--- src/rtl/save.sv ---
// save: decodes a save instruction, reads a contiguous range of the result
// buffer selected by the group field and streams it as AXI4-Stream beats to
// the DRAM write master, then waits for the master's completion before
// pulsing ap_done.
module save #(
    parameter int SAVE_INST_LENGTH    = 96,
    parameter int C_M_AXI_ADDR_WIDTH  = 64,
    parameter int C_M_AXI_DATA_WIDTH  = 512,
    parameter int C_XFER_SIZE_WIDTH   = 32,
    parameter int C_BUFFER_ADDR_WIDTH = 11
) (
    input  logic                           kernel_clk,
    input  logic                           kernel_rst,
    input  logic                           ap_start,
    output logic                           ap_done,
    input  logic [C_M_AXI_ADDR_WIDTH-1:0]  ctrl_addr_offset,
    input  logic [SAVE_INST_LENGTH-1:0]    ctrl_instruction,
    output logic                           save_read_buffer_0_valid,
    output logic [C_BUFFER_ADDR_WIDTH-1:0] save_read_buffer_0_addr,
    input  logic [C_M_AXI_DATA_WIDTH-1:0]  save_read_buffer_0_data,
    output logic                           save_read_buffer_1_valid,
    output logic [C_BUFFER_ADDR_WIDTH-1:0] save_read_buffer_1_addr,
    input  logic [C_M_AXI_DATA_WIDTH-1:0]  save_read_buffer_1_data,
    output logic                           wr_ctrl_start,
    input  logic                           wr_ctrl_done,
    output logic [C_M_AXI_ADDR_WIDTH-1:0]  wr_ctrl_addr_offset,
    output logic [C_XFER_SIZE_WIDTH-1:0]   wr_ctrl_xfer_size_in_bytes,
    output logic                           data_tvalid,
    input  logic                           data_tready,
    output logic                           data_tlast,
    output logic [C_M_AXI_DATA_WIDTH-1:0]  data_tdata
);

    localparam logic [2:0] S_IDLE      = 3'd0;
    localparam logic [2:0] S_DECODE    = 3'd1;
    localparam logic [2:0] S_START     = 3'd2;
    localparam logic [2:0] S_STREAM    = 3'd3;
    localparam logic [2:0] S_WAIT_DONE = 3'd4;

    logic [2:0]                     state;
    logic [5:0]                     group_q;
    logic [C_BUFFER_ADDR_WIDTH-1:0] buf_start_q;
    logic [15:0]                    buf_len_q;
    logic [15:0]                    dram_start_q;
    logic [15:0]                    dram_bytes_q;
    logic [C_M_AXI_ADDR_WIDTH-1:0]  base_q;
    logic [15:0]                    rd_cnt;
    logic [15:0]                    out_cnt;
    logic                           done_seen;

    // Skid FIFO plus the one read that may be in flight from the buffer.
    logic [C_M_AXI_DATA_WIDTH-1:0]  fifo_mem [2];
    logic                           wr_ptr;
    logic                           rd_ptr;
    logic [1:0]                     fifo_count;
    logic                           rd_pending;

    logic                           fifo_empty;
    logic                           pop;
    logic                           fifo_push;
    logic                           fifo_pop;
    logic                           rd_issue;
    logic [2:0]                     occupancy;
    logic [C_BUFFER_ADDR_WIDTH-1:0] rd_addr;
    logic [C_M_AXI_DATA_WIDTH-1:0]  rd_data;
    logic                           inst_valid;

    assign inst_valid = (buf_len_q != 16'd0) && ((group_q == 6'b000001) || (group_q == 6'b000010));
    assign rd_data    = group_q[0] ? save_read_buffer_0_data : save_read_buffer_1_data;
    assign fifo_empty = (fifo_count == 2'd0);

    // A word coming back from the buffer is presented directly when the FIFO
    // is empty, so the first beat is visible the cycle after its read.
    assign data_tvalid = !fifo_empty || rd_pending;
    assign data_tdata  = !fifo_empty ? fifo_mem[rd_ptr] :
                         (rd_pending ? rd_data : '0);
    assign data_tlast  = data_tvalid && (out_cnt == buf_len_q - 16'd1);

    assign pop       = data_tvalid && data_tready;
    assign fifo_pop  = pop && !fifo_empty;
    assign fifo_push = rd_pending && !(fifo_empty && data_tready);

    // Reads in flight count against FIFO space so a returning word always
    // has a slot, whatever the stream does in the meantime.
    assign occupancy = {1'b0, fifo_count} + {2'b00, rd_pending};
    assign rd_issue  = (state == S_STREAM) && (rd_cnt < buf_len_q) &&
                       ((occupancy - {2'b00, pop}) < 3'd2);
    assign rd_addr   = buf_start_q + rd_cnt[C_BUFFER_ADDR_WIDTH-1:0];

    assign save_read_buffer_0_valid = rd_issue && group_q[0];
    assign save_read_buffer_1_valid = rd_issue && group_q[1];
    assign save_read_buffer_0_addr  = save_read_buffer_0_valid ? rd_addr : '0;
    assign save_read_buffer_1_addr  = save_read_buffer_1_valid ? rd_addr : '0;
    assign wr_ctrl_start            = (state == S_START);

    // Instruction sequencing: latch, decode, kick the master, stream, wait.
    always_ff @(posedge kernel_clk) begin
        if (kernel_rst) begin
            state                      <= S_IDLE;
            ap_done                    <= 1'b1;
            group_q                    <= '0;
            buf_start_q                <= '0;
            buf_len_q                  <= '0;
            dram_start_q               <= '0;
            dram_bytes_q               <= '0;
            base_q                     <= '0;
            rd_cnt                     <= '0;
            out_cnt                    <= '0;
            done_seen                  <= 1'b0;
            wr_ctrl_addr_offset        <= '0;
            wr_ctrl_xfer_size_in_bytes <= '0;
        end else begin
            ap_done <= 1'b0;
            case (state)
                S_IDLE: begin
                    done_seen <= 1'b0;
                    if (ap_start) begin
                        group_q      <= ctrl_instruction[5:0];
                        buf_start_q  <= ctrl_instruction[32 +: C_BUFFER_ADDR_WIDTH];
                        buf_len_q    <= ctrl_instruction[63:48];
                        dram_start_q <= ctrl_instruction[79:64];
                        dram_bytes_q <= ctrl_instruction[95:80];
                        base_q       <= ctrl_addr_offset;
                        state        <= S_DECODE;
                    end
                end
                S_DECODE: begin
                    wr_ctrl_addr_offset <= base_q +
                        {{(C_M_AXI_ADDR_WIDTH-16){1'b0}}, dram_start_q};
                    wr_ctrl_xfer_size_in_bytes <=
                        {{(C_XFER_SIZE_WIDTH-16){1'b0}}, dram_bytes_q};
                    rd_cnt  <= '0;
                    out_cnt <= '0;
                    if (inst_valid) begin
                        state <= S_START;
                    end else begin
                        ap_done <= 1'b1;
                        state   <= S_IDLE;
                    end
                end
                S_START: begin
                    if (wr_ctrl_done) done_seen <= 1'b1;
                    state <= S_STREAM;
                end
                S_STREAM: begin
                    if (wr_ctrl_done) done_seen <= 1'b1;
                    if (rd_issue)     rd_cnt    <= rd_cnt + 16'd1;
                    if (pop)          out_cnt   <= out_cnt + 16'd1;
                    if (pop && data_tlast) state <= S_WAIT_DONE;
                end
                S_WAIT_DONE: begin
                    if (wr_ctrl_done || done_seen) begin
                        ap_done <= 1'b1;
                        state   <= S_IDLE;
                    end
                end
                default: state <= S_IDLE;
            endcase
        end
    end

    // FIFO bookkeeping and read-return tracking.
    always_ff @(posedge kernel_clk) begin
        if (kernel_rst) begin
            rd_pending <= 1'b0;
            wr_ptr     <= 1'b0;
            rd_ptr     <= 1'b0;
            fifo_count <= 2'd0;
        end else begin
            rd_pending <= rd_issue;
            if (fifo_push) wr_ptr <= ~wr_ptr;
            if (fifo_pop)  rd_ptr <= ~rd_ptr;
            case ({fifo_push, fifo_pop})
                2'b10:   fifo_count <= fifo_count + 2'd1;
                2'b01:   fifo_count <= fifo_count - 2'd1;
                default: fifo_count <= fifo_count;
            endcase
        end
    end

    // FIFO storage.
    // NOTE: data storage has no reset; fifo_count alone says which slots are
    // meaningful, and leaving wide data unreset keeps it plain flops/LUTRAM.
    always_ff @(posedge kernel_clk) begin
        if (fifo_push) fifo_mem[wr_ptr] <= rd_data;
    end

endmodule

--- config.mk ---
export PLATFORM = sky130hd
export DESIGN_NAME = save
export DESIGN_NICKNAME = d
export VERILOG_FILES = /design/src/rtl/save.sv
export SDC_FILE = /design/constraint.sdc
export NUM_CORES = 2
export LEC_CHECK = 0
export ABC_CLOCK_PERIOD_IN_PS = 28400
export BUFFER_PORTS_ARGS = -buffer_cell sky130_fd_sc_hd__buf_2
export CAP_MARGIN = 20
export CORE_AREA = 2 2 719 721
export DETAILED_ROUTE_END_ITERATION = 6
export DIE_AREA = 0 0 721 723
export MAX_ROUTING_LAYER = met4
export SETUP_SLACK_MARGIN = 0.3
export SLEW_MARGIN = 10
export SYNTH_ARGS = -nofsm -noshare
export SYNTH_HDL_FRONTEND = slang
export SYNTH_SLANG_ARGS = --single-unit
export TNS_END_PERCENT = 1
--- constraint.sdc ---
create_clock -name kernel_clk -period 28.4 [get_ports kernel_clk]
set_clock_uncertainty 0.15 [all_clocks]
set_input_delay 5.68 -clock kernel_clk [delete_from_list [all_inputs] [get_ports kernel_clk]]
set_output_delay 5.68 -clock kernel_clk [all_outputs]
set_load 0.03 [all_outputs]
==> results.txt, run 1 <==
ys flop type: edfxtp_1
root buffer cell: clkbuf_16
initial antenna violation count: 531
sequential area share after synthesis: 59.1%
HPWL after DPL: 372 mm
synthesized flop and latch total: 1276
Halt Stage: 5_2_route
Syn. warnings: 0
post-synthesis cell area: 0.0605 mm^2
die height: 723 um
clk buf depth: 4
Port Buffers: 1777
Clock Sinks: 1276
Synth cell types: 72
Syn Inst Count: 4990
pin count of the biggest net entering global routing: 201
share of the synthesized area in the top cell type: 50.8%
Post-synth ARST share: 0%
TritonCTS buffer count: 166
top cells by area, synth: edfxtp_1 51%, a21oi_1 10%, mux2_2 9.6%, mux2i_1 8.5%, dfxtp_1 8.3%
first-pass GRT wire length: 540 mm
global route overflow: 0
vias in the first global route: 46814
gr usage total: 16.6%
Post-synth EDFFs: 1024
H-tree levels: 4
area leader, netlist: edfxtp_1
Placement Rows: 264
stop err: [ERROR DRT-0255] Maze Route cannot find path of net data_tdata[507] in worker of routeBox ( 676200 193200 ) ( 721000 241500 ).
Placer Congestion: 1.04
Hold-fix buffers, CTS: 0
Die X: 721 um
status: did not finish
syn avg cell area: 12.1 um^2
Initial Util: 11.8%
post-CTS setup buffer count: 0
# resized after CTS: 0
I/O pins: 1825
-- cell usage after synthesis (all sizes together), types with 47 or more instances --
cell / n
a21oi: 1224
edfxtp: 1024
mux2: 514
mux2i: 512
clkbuf: 375
nand2: 365
dfxtp: 252
nor2: 127
xnor2: 56
a211oi: 54
ha: 47
inv: 47
-- through the flow --
step           hold WS [ns]  std cells  cell area (um^2)  worst slack (ns)  util [%]
2_1_floorplan         0.282       5005             60600              8.52         -
3_3_place_gp          0.292      13232             77000             12.89      15.0
3_5_place_dp          0.294      13232             77000             12.90      15.0
4_1_cts               0.290      13524             82500             12.87      16.0
5_1_grt               0.317      14238             84300             12.69      16.4
-- cells by family after synthesis --
group / synth area share, %
muxes: 18.0
AOI/OAI and AO/OA: 12.3
xor gates and xnor gates: 1.32
other: 0.00620
and+or+nand+nor: 5.22
buffers and inverters: 2.91
DFF: 59.1
adders and majority gates: 1.07
-- metal layers --
metal  global-route usage (%)
met1                     17.5
met2                     24.8
met3                     9.52
met4                     8.72
met5                        -
==> run 2, diff against run 1 <==
- ABC_CLOCK_PERIOD_IN_PS: 28400 -> 36900
- CORE_AREA: 2 2 719 721 -> 2 2 721 723
- DIE_AREA: 0 0 721 723 -> 0 0 723 725
- MAX_ROUTING_LAYER: met4 -> not set
- PLACE_DENSITY_LB_ADDON: not set -> 0.15
- SETUP_SLACK_MARGIN: 0.3 -> not set
- clock period: 28.4 -> 36.9 ns (I/O delays scaled with it)
==> run 2 against run 1 <==
Compared with the run above: synthesized cell count did not move; synthesized area stayed put; the flow now finishes, with violations (design-rule violations); global-route usage shrank 2.1 points.
==> results.txt, run 2 <==
status: finished, violations left
failing checks: design-rule violations
top cells by area, synth: edfxtp_1 51%, a21oi_1 10%, mux2_2 9.6%, mux2i_1 8.5%, dfxtp_1 8.3%
I/O pins: 1825 (unchanged)
crit path launch type: primary input
Hold-fix buffers, CTS: 0 (unchanged)
worst hold margin: 0.300 ns
initial antenna violation count: 412 (-22%)
ys flop type: edfxtp_1
vias: 49491
setup TNS: 0 ns
first-pass GRT wire length: 507 mm (-6.1%)
gr usage total: 14.6% (-2.1 points)
Initial Util: 11.7% (-0.030 points)
Final Cycle Share: 50.7%
1st-iter DRT viols: 2908
leakage power: 29.5 nW
dpl cell area: 0.0774 mm^2 (+0.41%)
Placer Congestion: 1.08 (+3.7%)
most common cell in the synthesized netlist: a21oi_1
Clock Sinks: 1276 (unchanged)
Reg area: 0.0358 mm^2
largest family of logic cells by synthesized area: multiplexers
Avg WL per Cell: 28.6 um
most flop-heavy register: fifo_mem
final count of negative-setup-slack endpoints: 0
sequential area share after synthesis: 59.1% (unchanged)
Finished Core Util: 16.3%
Slowest-stage cell, CP: a2111oi_1
DRC violations left: 3
clock insertion delay at the later pin of the skew report: 0.87 ns
CTS tree: yes
CP max FO: 12
Port Buffers: 1777 (unchanged)
Syn Inst Count: 4990 (unchanged)
most frequent cells in the layout: 1776 x buf_2, 1220 x a21oi_1, 1024 x edfxtp_1, 514 x mux2_2, 512 x mux2i_1
Req. time, crit path: 29.37 ns
die height: 725 um (+0.28%)
Reg clk slew, reported paths: 0.05 ns
area share of fa/ha/maj cells after synthesis: 1.07% (unchanged)
1st-pass router iterations: 7
power per cell area: 44.3 mW/mm^2
CP cell instances: buf_2 -> o31ai_1 -> inv_1 -> ha_1 -> nand2b_1 -> fa_1 -> xor2_1 -> nor3b_1 -> o21ai_0 -> a2111oi_1 -> buf_4 -> o21ai_0 -> buf_4 -> nor2b_1 -> buf_2
post-CTS setup buffer count: 0 (unchanged)
vias per cell: 3.54
Max Freq: 53.5 MHz
max_slew headroom: 28.5%
CORE AREA: 0.516 mm^2
max FFs per register: 1024
pin count of the biggest net entering global routing: 158 (-21%)
max_cap viols: 0
Routed Antenna Nets: 0
largest registers: fifo_mem: 1024 flops, base_q: 64 flops, wr_ctrl_addr_offset: 64 flops
xor/xnor share of the synthesized area: 1.32% (unchanged)
multiplexer share of the synthesized area: 18.0% (unchanged)
VDD IR max: 0.0308 mV
Die X: 723 um (+0.28%)
clk buf depth: 4 (unchanged)
Final Critical Period: 18.69 ns
critical path's largest stage delay: 0.51 ns
Placement Rows: 264 (unchanged)
top post-synthesis cells by count: 1224 x a21oi_1, 1024 x edfxtp_1, 514 x mux2_2
Post-synth ARST share: 0% (unchanged)
syn avg cell area: 12.1 um^2 (unchanged)
HPWL after DPL: 320 mm (-14%)
Slew @ Worst Pin: 1.07 ns
Post-synth EDFFs: 1024 (unchanged)
P&R area growth vs syn: 38.6%
share of the synthesized area in the top cell type: 50.8% (unchanged)
synthesized flop and latch total: 1276 (unchanged)
Final Hold Fails: 0
area leader, netlist: edfxtp_1
# resized after CTS: 0 (unchanged)
share of cells above drive strength 1: 39.2%
max-slew violations: 0
critical path type: in2out
TritonCTS buffer count: 180 (+8.4%)
Syn. warnings: 0 (unchanged)
DIE AREA: 0.524 mm^2
Synth cell types: 72 (unchanged)
CP Capture Type: output pin
Hold Crit Class: reg2reg
post-synthesis cell area: 0.0605 mm^2 (unchanged)
post-route cell area: 0.0839 mm^2
Net count, final: 7884
commonest non-fill, non-tap cell in the layout: buf_2
H-tree levels: 4 (unchanged)
worst path arrival time: 11.16 ns
global route overflow: 0 (unchanged)
area occupied by multi-input gates: 0.0231 mm^2
Total Wirelength: 400 mm
root buffer cell: clkbuf_16
Post-Synth Simple-Gate Area: 5.22% (unchanged)
vias in the first global route: 48621 (+3.9%)
compound-gate portion of the synthesized area: 12.3% (unchanged)
RSZ-0062 raised after global routing: no
Fillers: 57993
==> run 2: cells by family after synthesis <==
family / count (synthesis)
AO/OA/AOI/OAI: 1403
XOR/XNOR: 91
adder cells (fa/ha/maj): 50
buffers and inverters: 453
flip-flops: 1276
multiplexers: 1026
other: 1
AND/OR/NAND/NOR: 690
==> run 2: path summary, 6_finish.rpt <==
path | startpoint | endpoint | slack [ns] | cells past startpoint
max | data_tready | save_read_buffer_1_addr[10] | 18.21 | 15
min | wr_ctrl_xfer_size_in_bytes[2] | wr_ctrl_xfer_size_in_bytes[2] | 0.30 | 2
max reg2reg | rd_pending | fifo_mem[1][299] | 31.06 | 6
min reg2reg | wr_ctrl_xfer_size_in_bytes[2] | wr_ctrl_xfer_size_in_bytes[2] | 0.30 | 2
==> run 2: per-layer routing <==
layer	track usage, %	routed length (um)	part of all wire [%]
met5	0	816	0.20
met4	5.29	18100	4.5
met3	4.73	30000	7.5
met2	26.5	202000	51
met1	15.7	148000	37
==> run 2: worst max-delay path, delay by kind of cell <==
family | cells | cell delay (ns)
AOI/OAI and AO/OA | 4 | 1.18
buffers and inverters | 5 | 1.05
and+or+nand+nor | 3 | 0.64
adders and majority gates | 2 | 0.74
xor gates and xnor gates | 1 | 0.17
==> run 2: area by class of cell <==
cell class / instances / share of cell area [%]
inverters: 47 / 0.210
repair buffers: 1864 / 11.5
diodes: 265 / 0.791
flip-flops and latches: 1276 / 42.7
clock buffers: 241 / 5.82
multi-input cells: 3276 / 27.5
well taps: 6916 / 10.3
clock inverters: 83 / 1.11
==> run 2: report_power, final <==
part	switching, mW	internal [mW]	total (mW)
Sequential	0.0180	1.58	1.60
Combinational	0.233	0.130	0.363
Clock	0.716	1.03	1.75
Total	0.967	2.75	3.71
==> run 2: through the flow <==
step / setup WS [ns] / power, mW / instances
5_1_grt: 17.97 / 3.87 / 13917
4_1_cts: 18.18 / 3.80 / 13702
6_report: 18.21 / 3.71 / 13968
3_3_place_gp: 18.12 / 2.00 / 13378
3_5_place_dp: 18.21 / 2.00 / 13378
2_1_floorplan: 6.63 / 1.80 / 5005
Note: power is estimated with default switching activity, not from simulation.
